`config.mk`:
```
export PLATFORM = sky130hd
export DESIGN_NAME = aes_inv_addkey_mc_serial
export DESIGN_NICKNAME = d
export VERILOG_FILES = /design/src/rtl/aes_inv_addkey_mc_serial_pkg.sv /design/src/rtl/aes_mc_single_column_inverse.sv /design/src/rtl/aes_inv_addkey_mc_serial.sv
export SDC_FILE = /design/constraint.sdc
export NUM_CORES = 1
export LEC_CHECK = 0
export ABC_AREA = 1
export CORE_ASPECT_RATIO = 2
export CORE_UTILIZATION = 30
export DETAILED_ROUTE_END_ITERATION = 8
export GPL_TIMING_DRIVEN = 0
export MAX_ROUTING_LAYER = met4
export PLACE_DENSITY_LB_ADDON = 0.15
export SETUP_SLACK_MARGIN = 0.15
export SLEW_MARGIN = 0
export SYNTH_ARGS = -nofsm -noshare
export SYNTH_HDL_FRONTEND = slang
export SYNTH_SLANG_ARGS = --single-unit
```
`constraint.sdc`:
```
create_clock -name clk -period 4 [get_ports clk]
set_input_delay 0.4 -clock clk [delete_from_list [all_inputs] [get_ports clk]]
set_output_delay 0.4 -clock clk [all_outputs]
set_load 0.01 [all_outputs]
```
`src/rtl/aes_inv_addkey_mc_serial_pkg.sv`:
```
// Shared AES datapath widths, FSM state type and GF(2^8) helper for the
// column-serial inverse round stage.
package aes_inv_addkey_mc_serial_pkg;

  localparam int AES_NCOLS   = 4;
  localparam int AES_COL_W   = 32;
  localparam int AES_BYTE_W  = 8;
  localparam int AES_STATE_W = 128;

  typedef enum logic [1:0] {
    IDLE = 2'd0,
    PROC = 2'd1,
    DONE = 2'd2
  } fsm_state_e;

  // Multiply by x in GF(2^8) modulo 0x11b.
  function automatic logic [AES_BYTE_W-1:0] xtime(input logic [AES_BYTE_W-1:0] b);
    return {b[AES_BYTE_W-2:0], 1'b0} ^ (b[AES_BYTE_W-1] ? 8'h1b : 8'h00);
  endfunction

endpackage

```
`src/rtl/aes_mc_single_column_inverse.sv`:
```
// Combinational inverse MixColumns on one 32-bit column; row r lives in
// bits [8r+:8].
module aes_mc_single_column_inverse
  import aes_inv_addkey_mc_serial_pkg::*;
(
  input  logic [AES_COL_W-1:0] cin,
  output logic [AES_COL_W-1:0] cout
);

  logic [AES_BYTE_W-1:0] x  [4];
  logic [AES_BYTE_W-1:0] x2 [4];
  logic [AES_BYTE_W-1:0] x4 [4];
  logic [AES_BYTE_W-1:0] x8 [4];
  logic [AES_BYTE_W-1:0] m9 [4];
  logic [AES_BYTE_W-1:0] mb [4];
  logic [AES_BYTE_W-1:0] md [4];
  logic [AES_BYTE_W-1:0] me [4];

  // 09/0b/0d/0e are built from the shared x2/x4/x8 doubling chain.
  always_comb begin
    for (int unsigned r = 0; r < 4; r++) begin
      x[r]  = cin[r*AES_BYTE_W +: AES_BYTE_W];
      x2[r] = xtime(x[r]);
      x4[r] = xtime(x2[r]);
      x8[r] = xtime(x4[r]);
      m9[r] = x8[r] ^ x[r];
      mb[r] = x8[r] ^ x2[r] ^ x[r];
      md[r] = x8[r] ^ x4[r] ^ x[r];
      me[r] = x8[r] ^ x4[r] ^ x2[r];
    end
    cout = '0;
    for (int unsigned r = 0; r < 4; r++) begin
      cout[r*AES_BYTE_W +: AES_BYTE_W] = me[r] ^ mb[(r+1)%4] ^ md[(r+2)%4] ^ m9[(r+3)%4];
    end
  end

endmodule

```
`src/rtl/aes_inv_addkey_mc_serial.sv`:
```
// Decryption round stage: AddRoundKey on accept, then inverse MixColumns
// one column per cycle through a single shared column datapath.
module aes_inv_addkey_mc_serial
  import aes_inv_addkey_mc_serial_pkg::*;
#(
  parameter int NCOLS = AES_NCOLS
) (
  input  logic                   clk,
  input  logic                   rst_n,
  input  logic                   in_valid,
  output logic                   in_ready,
  input  logic [AES_STATE_W-1:0] in_state,
  input  logic [AES_STATE_W-1:0] in_key,
  input  logic                   in_bypass_mc,
  output logic                   out_valid,
  input  logic                   out_ready,
  output logic [AES_STATE_W-1:0] out_state
);

  localparam int CNT_W = $clog2(NCOLS);

  fsm_state_e             state_q, state_d;
  logic [CNT_W-1:0]       cnt_q, cnt_d;
  logic [AES_STATE_W-1:0] buf_q, buf_d;
  logic [AES_COL_W-1:0]   col_in, col_out;
  logic [NCOLS-1:0]       col_en;

  always_comb begin
    col_in = '0;
    for (int unsigned c = 0; c < NCOLS; c++) begin
      if (cnt_q == CNT_W'(c)) col_in = buf_q[c*AES_COL_W +: AES_COL_W];
    end
    col_en = (state_q == PROC) ? (NCOLS'(1) << cnt_q) : '0;
  end

  aes_mc_single_column_inverse u_inv_mc (
    .cin  (col_in),
    .cout (col_out)
  );

  always_comb begin
    state_d = state_q;
    cnt_d   = cnt_q;
    buf_d   = buf_q;
    case (state_q)
      IDLE: begin
        if (in_valid) begin
          buf_d   = in_state ^ in_key;
          cnt_d   = '0;
          state_d = in_bypass_mc ? DONE : PROC;
        end
      end
      PROC: begin
        for (int unsigned c = 0; c < NCOLS; c++) begin
          if (col_en[c]) buf_d[c*AES_COL_W +: AES_COL_W] = col_out;
        end
        if (cnt_q == CNT_W'(NCOLS-1)) begin
          cnt_d   = '0;
          state_d = DONE;
        end else begin
          cnt_d = cnt_q + 1'b1;
        end
      end
      DONE: begin
        if (out_ready) state_d = IDLE;
      end
      default: state_d = IDLE;
    endcase
  end

  always_ff @(posedge clk) begin
    if (!rst_n) begin
      state_q <= IDLE;
      cnt_q   <= '0;
      buf_q   <= '0;
    end else begin
      state_q <= state_d;
      cnt_q   <= cnt_d;
      buf_q   <= buf_d;
    end
  end

  assign in_ready  = (state_q == IDLE);
  assign out_valid = (state_q == DONE);
  assign out_state = buf_q;

endmodule

```
* Word level (Yosys, flattened, before mapping)
Cells that the tools add are included.
Operators by class: eq/ne operators 12, shift-type cells 1, reduce and logical (&&, ||, !) cells 9, $lt $le $gt $ge 0, add/subtract/negate cells 1, muxes and demuxes 31, divide/modulo/power cells 0, multiply operators 0, bitwise gates (word level) 49
Operators by type and width (number):
- $xor A8 B8 Y8 | 48
- $mux W32 | 8
- $pmux W128 S2 | 1
- $mux W128 | 1
- $xor A128 B128 Y128 | 1
- $mux W5 | 12
- $reduce_and A3 Y1 | 5
- $mux W2 | 6
- $ne A2 B2 Y1 const B | 5
- $eq A2 B2 Y1 const B | 3
- $pmux W2 S3 | 1
- $eq A2 B1 Y1 const B | 2
- $logic_not A2 Y1 | 2
- $mux W4 | 1
- $ne A2 B1 Y1 const B | 2
- $pmux W2 S2 | 1
- $shl A1 B2 Y4 const A | 1
- $add A2 B1 Y2 const B | 1
- $reduce_and A2 Y1 | 1
- $reduce_bool A2 Y1 | 1
Word-level totals: ROM bits 0, memories 0, flip-flop bits (word level) 132, output and inout bits 130, memory bits (writable) 0, input port bits 261, latch bits 0, logic and storage cells 109

* Depth between registers and ports, before layout
depth after elaboration 18, gate-level depth with buffers 24, gate-level depth less buffers 22

* Modules after synthesis
From an unflattened synthesis, not the netlist that was laid out.
Second synthesis, totals: cell total of the unflattened synthesis 2579, area total of the unflattened synthesis 13407.9 um^2
Modules (own cells, without submodules):
- aes_inv_addkey_mc_serial | area an instance 9739.3 um^2, seq. area each 2642.5 um^2, cells each 1890, times used 1
- aes_mc_single_column_inverse | area an instance 3668.5 um^2, seq. area each 0.0 um^2, cells each 689, times used 1

* Worst setup path before layout
No wires, ideal clock.
path kind reg2reg, from reg cnt_q[0], to reg buf_q[113], in the netlist out_state[113], cell stages (with the launch flop) 20, arrival 2264 ps, data required time 3880 ps, library setup time 120 ps, period minus slack after synthesis 2384 ps, path buffers 1, setup slack 1616 ps, cell sequence dfxtp_1 inv_1 ha_1 buf_6 a21oi_1 nand2_1 a21boi_2 nand2_1 nand2_4 nand2_2 nand2_2 nand2_1 nand2_2 inv_2 nand2_1 nand2_1 nor2_1 nor2_1 nand2_1 a21oi_1
On the way: longest elaborated chain between the ends 16
Ends and longest elaborated chain:
- from (decl) | line aes_inv_addkey_mc_serial.sv:23 | logic [CNT_W-1:0] cnt_q, cnt_d;
- from (signal assigned) | line aes_inv_addkey_mc_serial.sv:78 | cnt_q <= cnt_d;
- $logic_not A2 Y1 | line aes_inv_addkey_mc_serial.sv:31 | if (cnt_q == CNT_W'(c)) col_in = buf_q[c*AES_COL_W +: AES_COL_W];
- $mux W32 (4 in a row) | line aes_inv_addkey_mc_serial.sv:31
- $xor A8 B8 Y8 | line aes_inv_addkey_mc_serial_pkg.sv:18 | return {b[AES_BYTE_W-2:0], 1'b0} ^ (b[AES_BYTE_W-1] ? 8'h1b : 8'h00);
- $mux W5 / $xor A8 B8 Y8 (equally long branches) | line aes_inv_addkey_mc_serial_pkg.sv:18
- $xor A8 B8 Y8 / $mux W5 (equally long branches) | line aes_inv_addkey_mc_serial_pkg.sv:18
- $xor A8 B8 Y8 | line aes_inv_addkey_mc_serial_pkg.sv:18
- $xor A8 B8 Y8, on equally long branches (2 in a row) | line aes_mc_single_column_inverse.sv:29, aes_mc_single_column_inverse.sv:27
- $xor A8 B8 Y8 (3 in a row) | line aes_mc_single_column_inverse.sv:33 | cout[r*AES_BYTE_W +: AES_BYTE_W] = me[r] ^ mb[(r+1)%4] ^ md[(r+2)%4] ^ m9[(r+3)%4];
- $mux W32 | line aes_inv_addkey_mc_serial.sv:55 | if (col_en[c]) buf_d[c*AES_COL_W +: AES_COL_W] = col_out;
- $pmux W128 S2 | line aes_inv_addkey_mc_serial.sv:45 | case (state_q)
- to (signal assigned) | line aes_inv_addkey_mc_serial.sv:79 | buf_q <= buf_d;
- to (decl) | line aes_inv_addkey_mc_serial.sv:24 | logic [AES_STATE_W-1:0] buf_q, buf_d;
Parallel ways exist; a longest one is shown, timed or not. The select of a mux whose other input is x is not followed. A chain may end at the register's enable or synchronous reset.

* Worst setup path after layout
from reg cnt_q[0], to reg buf_q[3], in the netlist out_state[3]
On the way: longest elaborated chain between the ends 16
Ends and longest elaborated chain (line):
- $logic_not A2 Y1 | aes_inv_addkey_mc_serial.sv:31
- $mux W32 (4 in a row) | aes_inv_addkey_mc_serial.sv:31
- $mux W5 / $xor A8 B8 Y8 (equally long branches) | aes_inv_addkey_mc_serial_pkg.sv:18
- $xor A8 B8 Y8 | aes_inv_addkey_mc_serial_pkg.sv:18
- $xor A8 B8 Y8 / $mux W5 (equally long branches) | aes_inv_addkey_mc_serial_pkg.sv:18
- $xor A8 B8 Y8 | aes_inv_addkey_mc_serial_pkg.sv:18
- $xor A8 B8 Y8, on equally long branches (2 in a row) | aes_mc_single_column_inverse.sv:29, aes_mc_single_column_inverse.sv:27
- $xor A8 B8 Y8 (3 in a row) | aes_mc_single_column_inverse.sv:33
- $mux W32 | aes_inv_addkey_mc_serial.sv:55
- $pmux W128 S2 | aes_inv_addkey_mc_serial.sv:45
Parallel ways exist; a longest one is shown, timed or not. The select of a mux whose other input is x is not followed.

==> results.json <==
{
  "finalCriticalPeriod_ns": 3.724,
  "avgSynthCellArea_um2": 5.941,
  "gp_congestion": 1.003,
  "crit_slowest_cell": "inv_1",
  "tightestPinTransition_ns": 1.344,
  "grt_use_total": 0.3708,
  "std_cell_rows": 102,
  "portBuffers": 389,
  "fin_util": 0.4387,
  "yosysTopAreaCell": "dfxtp_1",
  "crit_type": "reg -> reg",
  "syn_nets": 2256,
  "hold_viol": 0,
  "wl_per_cell_um": 25.18,
  "cap_violations": 0,
  "antenna_left": 0,
  "cpMostUsedCell": "nand2_1",
  "clkLatencyLatePin_ns": 0.45,
  "p_per_area_mw_per_mm2": 695.0,
  "vias_per_cell": 5.251,
  "finClkSkew_ns": 0.01266,
  "synth_top_family_by_area": "simple AND/OR/NAND/NOR gates",
  "die_area_mm2": 0.04027,
  "antenna_found_initial": 0,
  "grt_overflow_total": 0,
  "postSynthCellCount": 1991,
  "setup_viol": 0,
  "cp-start-kind": "register",
  "final_nets": 2664,
  "fp.dieW_um": 142.4,
  "drive_gt1_frac": 0.07753,
  "drc": 0,
  "crit_chain": "inv_1 > ha_1 > buf_6 > buf_6 > a21oi_1 > nand2_1 > nand2_1 > nand2_1 > inv_1 > nand2_1 > nand2_1 > inv_1 > nand2_1 > nand2_1 > nand2_1 > nand2_1 > inv_1 > nand2_1 > nand3_1 > a21oi_1",
  "h-tree-depth": 4,
  "yosys.area_share.simple": 0.3553,
  "fill_cells": 4215,
  "cp_max_fo": 10,
  "finalCritPeriodShare": 0.9311,
  "synth_fa_ha_area_frac": 0.004231,
  "yosys-top-cells-area": "dfxtp_1 (22%), nand2_1 (18%), a21oi_1 (12%), o21ai_0 (11%), nor2_1 (5.8%)",
  "synth-compound-area-share": 0.2663,
  "yosysWarnings": 0,
  "post-dp-hpwl_um": 62570,
  "vdd_drop_max_v": 0.0003150,
  "ys_seq_area_frac": 0.2234,
  "io_pins": 391,
  "numCtsBuffers": 17,
  "slew_violations": 0,
  "dr.pass1.iters": 6,
  "dr.first_iter.drc_count": 981,
  "muxShareOfSynthArea": 0,
  "clk_pin_slew_ns": 0.06,
  "rsz0062_at_grt": "false",
  "floorplan.initialDensity": 0.3049,
  "route.vias.total": 15400,
  "cts_buffer_depth": 2,
  "multi_input_area_mm2": 0.008393,
  "cts_tree": "built",
  "status": "completed",
  "leakagePower_nw": 7.446,
  "synth_top_area_frac": 0.2234,
  "holdCritPathClass": "in -> reg",
  "cp.required_ns": 4.38,
  "arrival_ns": 4.10,
  "ys_ff_latch": 132,
  "core_mm2": 0.03880,
  "die_h_um": 282.8,
  "timing.fmax_ghz": 0.2685,
  "final_cell_mix": "nand2_1 (578), clkdlybuf4s50_1 (389), a21oi_1 (290), o21ai_0 (260), nor2_1 (184)",
  "p_total_w": 0.01183,
  "drt_wl_total_um": 73840,
  "grt_pass1_vias": 14340,
  "areaGrowthSynthToFinish_pct": 43.90,
  "grt_max_degree": 17,
  "postCtsSetupRepairBufs": 0,
  "netlist_area_mm2": 0.01183,
  "layout_commonest_cell": "nand2_1",
  "register_area_mm2": 0.002643,
  "cts_sinks": 132,
  "clockRootBuffer": "clkbuf_16",
  "grt_pass1_wl_um": 100600,
  "slew_headroom": 0.1042,
  "max_stage_delay_ns": 0.41,
  "synth_xor_area_frac": 0.08273,
  "ys_types": 39,
  "antenna_cells": 0,
  "end_kind": "register"
}
-- final cells by class --
class,instances,share of cell area
Timing Repair Buffer,389,0.2288
Clock inverter,12,0.01044
Inverter,102,0.02286
Multi-Input combinational cell,1679,0.4931
Buffer,78,0.02448
Clock buffer,20,0.02683
Sequential cell,132,0.1553
Tap cell,520,0.03823
-- sequential cells by signal, summed over array words and instances, names as in the netlist --
register   count
out_state    128
cnt_q          2
state_q        2
-- layer usage --
metal	GRT usage	part of all wire	up-vias
met3	0.03527	0.044	192
li1	-	-	7433
met4	0.2765	0.084	0
met1	0.3483	0.34	7122
met2	0.6909	0.53	648
met5	-	0	-
-- cell families (layout without fill, tap and decap cells) --
kind of cell             after synthesis  count (layout)
AO/OA/AOI/OAI                        590             590
XOR/XNOR                             104             104
adder cells (fa/ha/maj)                4               4
buffers and inverters                180             601
flip-flops                           132             132
AND/OR/NAND/NOR                      981             981
-- per-stage QoR --
stage / setup TNS (ns) / std cells / hold WS, ns / area [um2] / setup WS [ns]
after detailed placement: -1.458 / 2900 / 0.5080 / 16370 / -0.2710
after floorplan: 0 / 1991 / 0.4741 / 11830 / 1.616
after CTS: 0 / 2932 / 0.4321 / 17010 / 0.2843
final: 0 / 2932 / 0.4527 / 17020 / 0.2758
after global placement: -1.728 / 2900 / 0.4951 / 16370 / -0.2721
after global routing: 0 / 2932 / 0.4904 / 17020 / 0.2005
-- synth_stat cells, drive strengths merged --
cell type,number
o21ai,270
xor2,80
a21boi,6
or2,6
clkbuf,52
clkinv,1
a211oi,1
a21oi,310
nand3,146
xnor2,24
nand3b,9
nand2,622
inv,101
and2,1
nand4,1
nor3,1
ha,4
o211ai,2
a31oi,1
dfxtp,132
buf,26
nor2,195
-- where the power goes --
| part | total, W | internal [W] | switching [W] |
|---|---|---|---|
| clock | 0.00175 | 0.00108 | 0.000674 |
| sequential | 0.00186 | 0.00157 | 0.000290 |
| combinational | 0.00821 | 0.00264 | 0.00558 |
| total | 0.0118 | 0.00529 | 0.00654 |
-- worst max-delay path, delay by kind of cell, from the launching register on --
family,cells,cell delay [ns]
flops,1,0.33
compound gates,2,0.27
buf+inv,6,1.18
simple gates,11,1.55
fa+ha+maj,1,0.33
-- path summary, 6_finish.rpt --
kind	endpoint	depth (start not counted)	from	slack [ns]
setup / recovery	out_state[3]	20	cnt_q[0]	0.28
hold / removal	out_state[122]	3	rst_n	0.45
setup reg to reg	out_state[3]	20	cnt_q[0]	0.28
hold reg to reg	cnt_q[1]	2	cnt_q[1]	0.51
-- what timing repair did --
item                       CTS  global route
hold buffers                 0             0
pin swaps                    0             0
resized for setup            3             1
setup endpoints to repair   28             1
(Power assumes the default switching activity.)
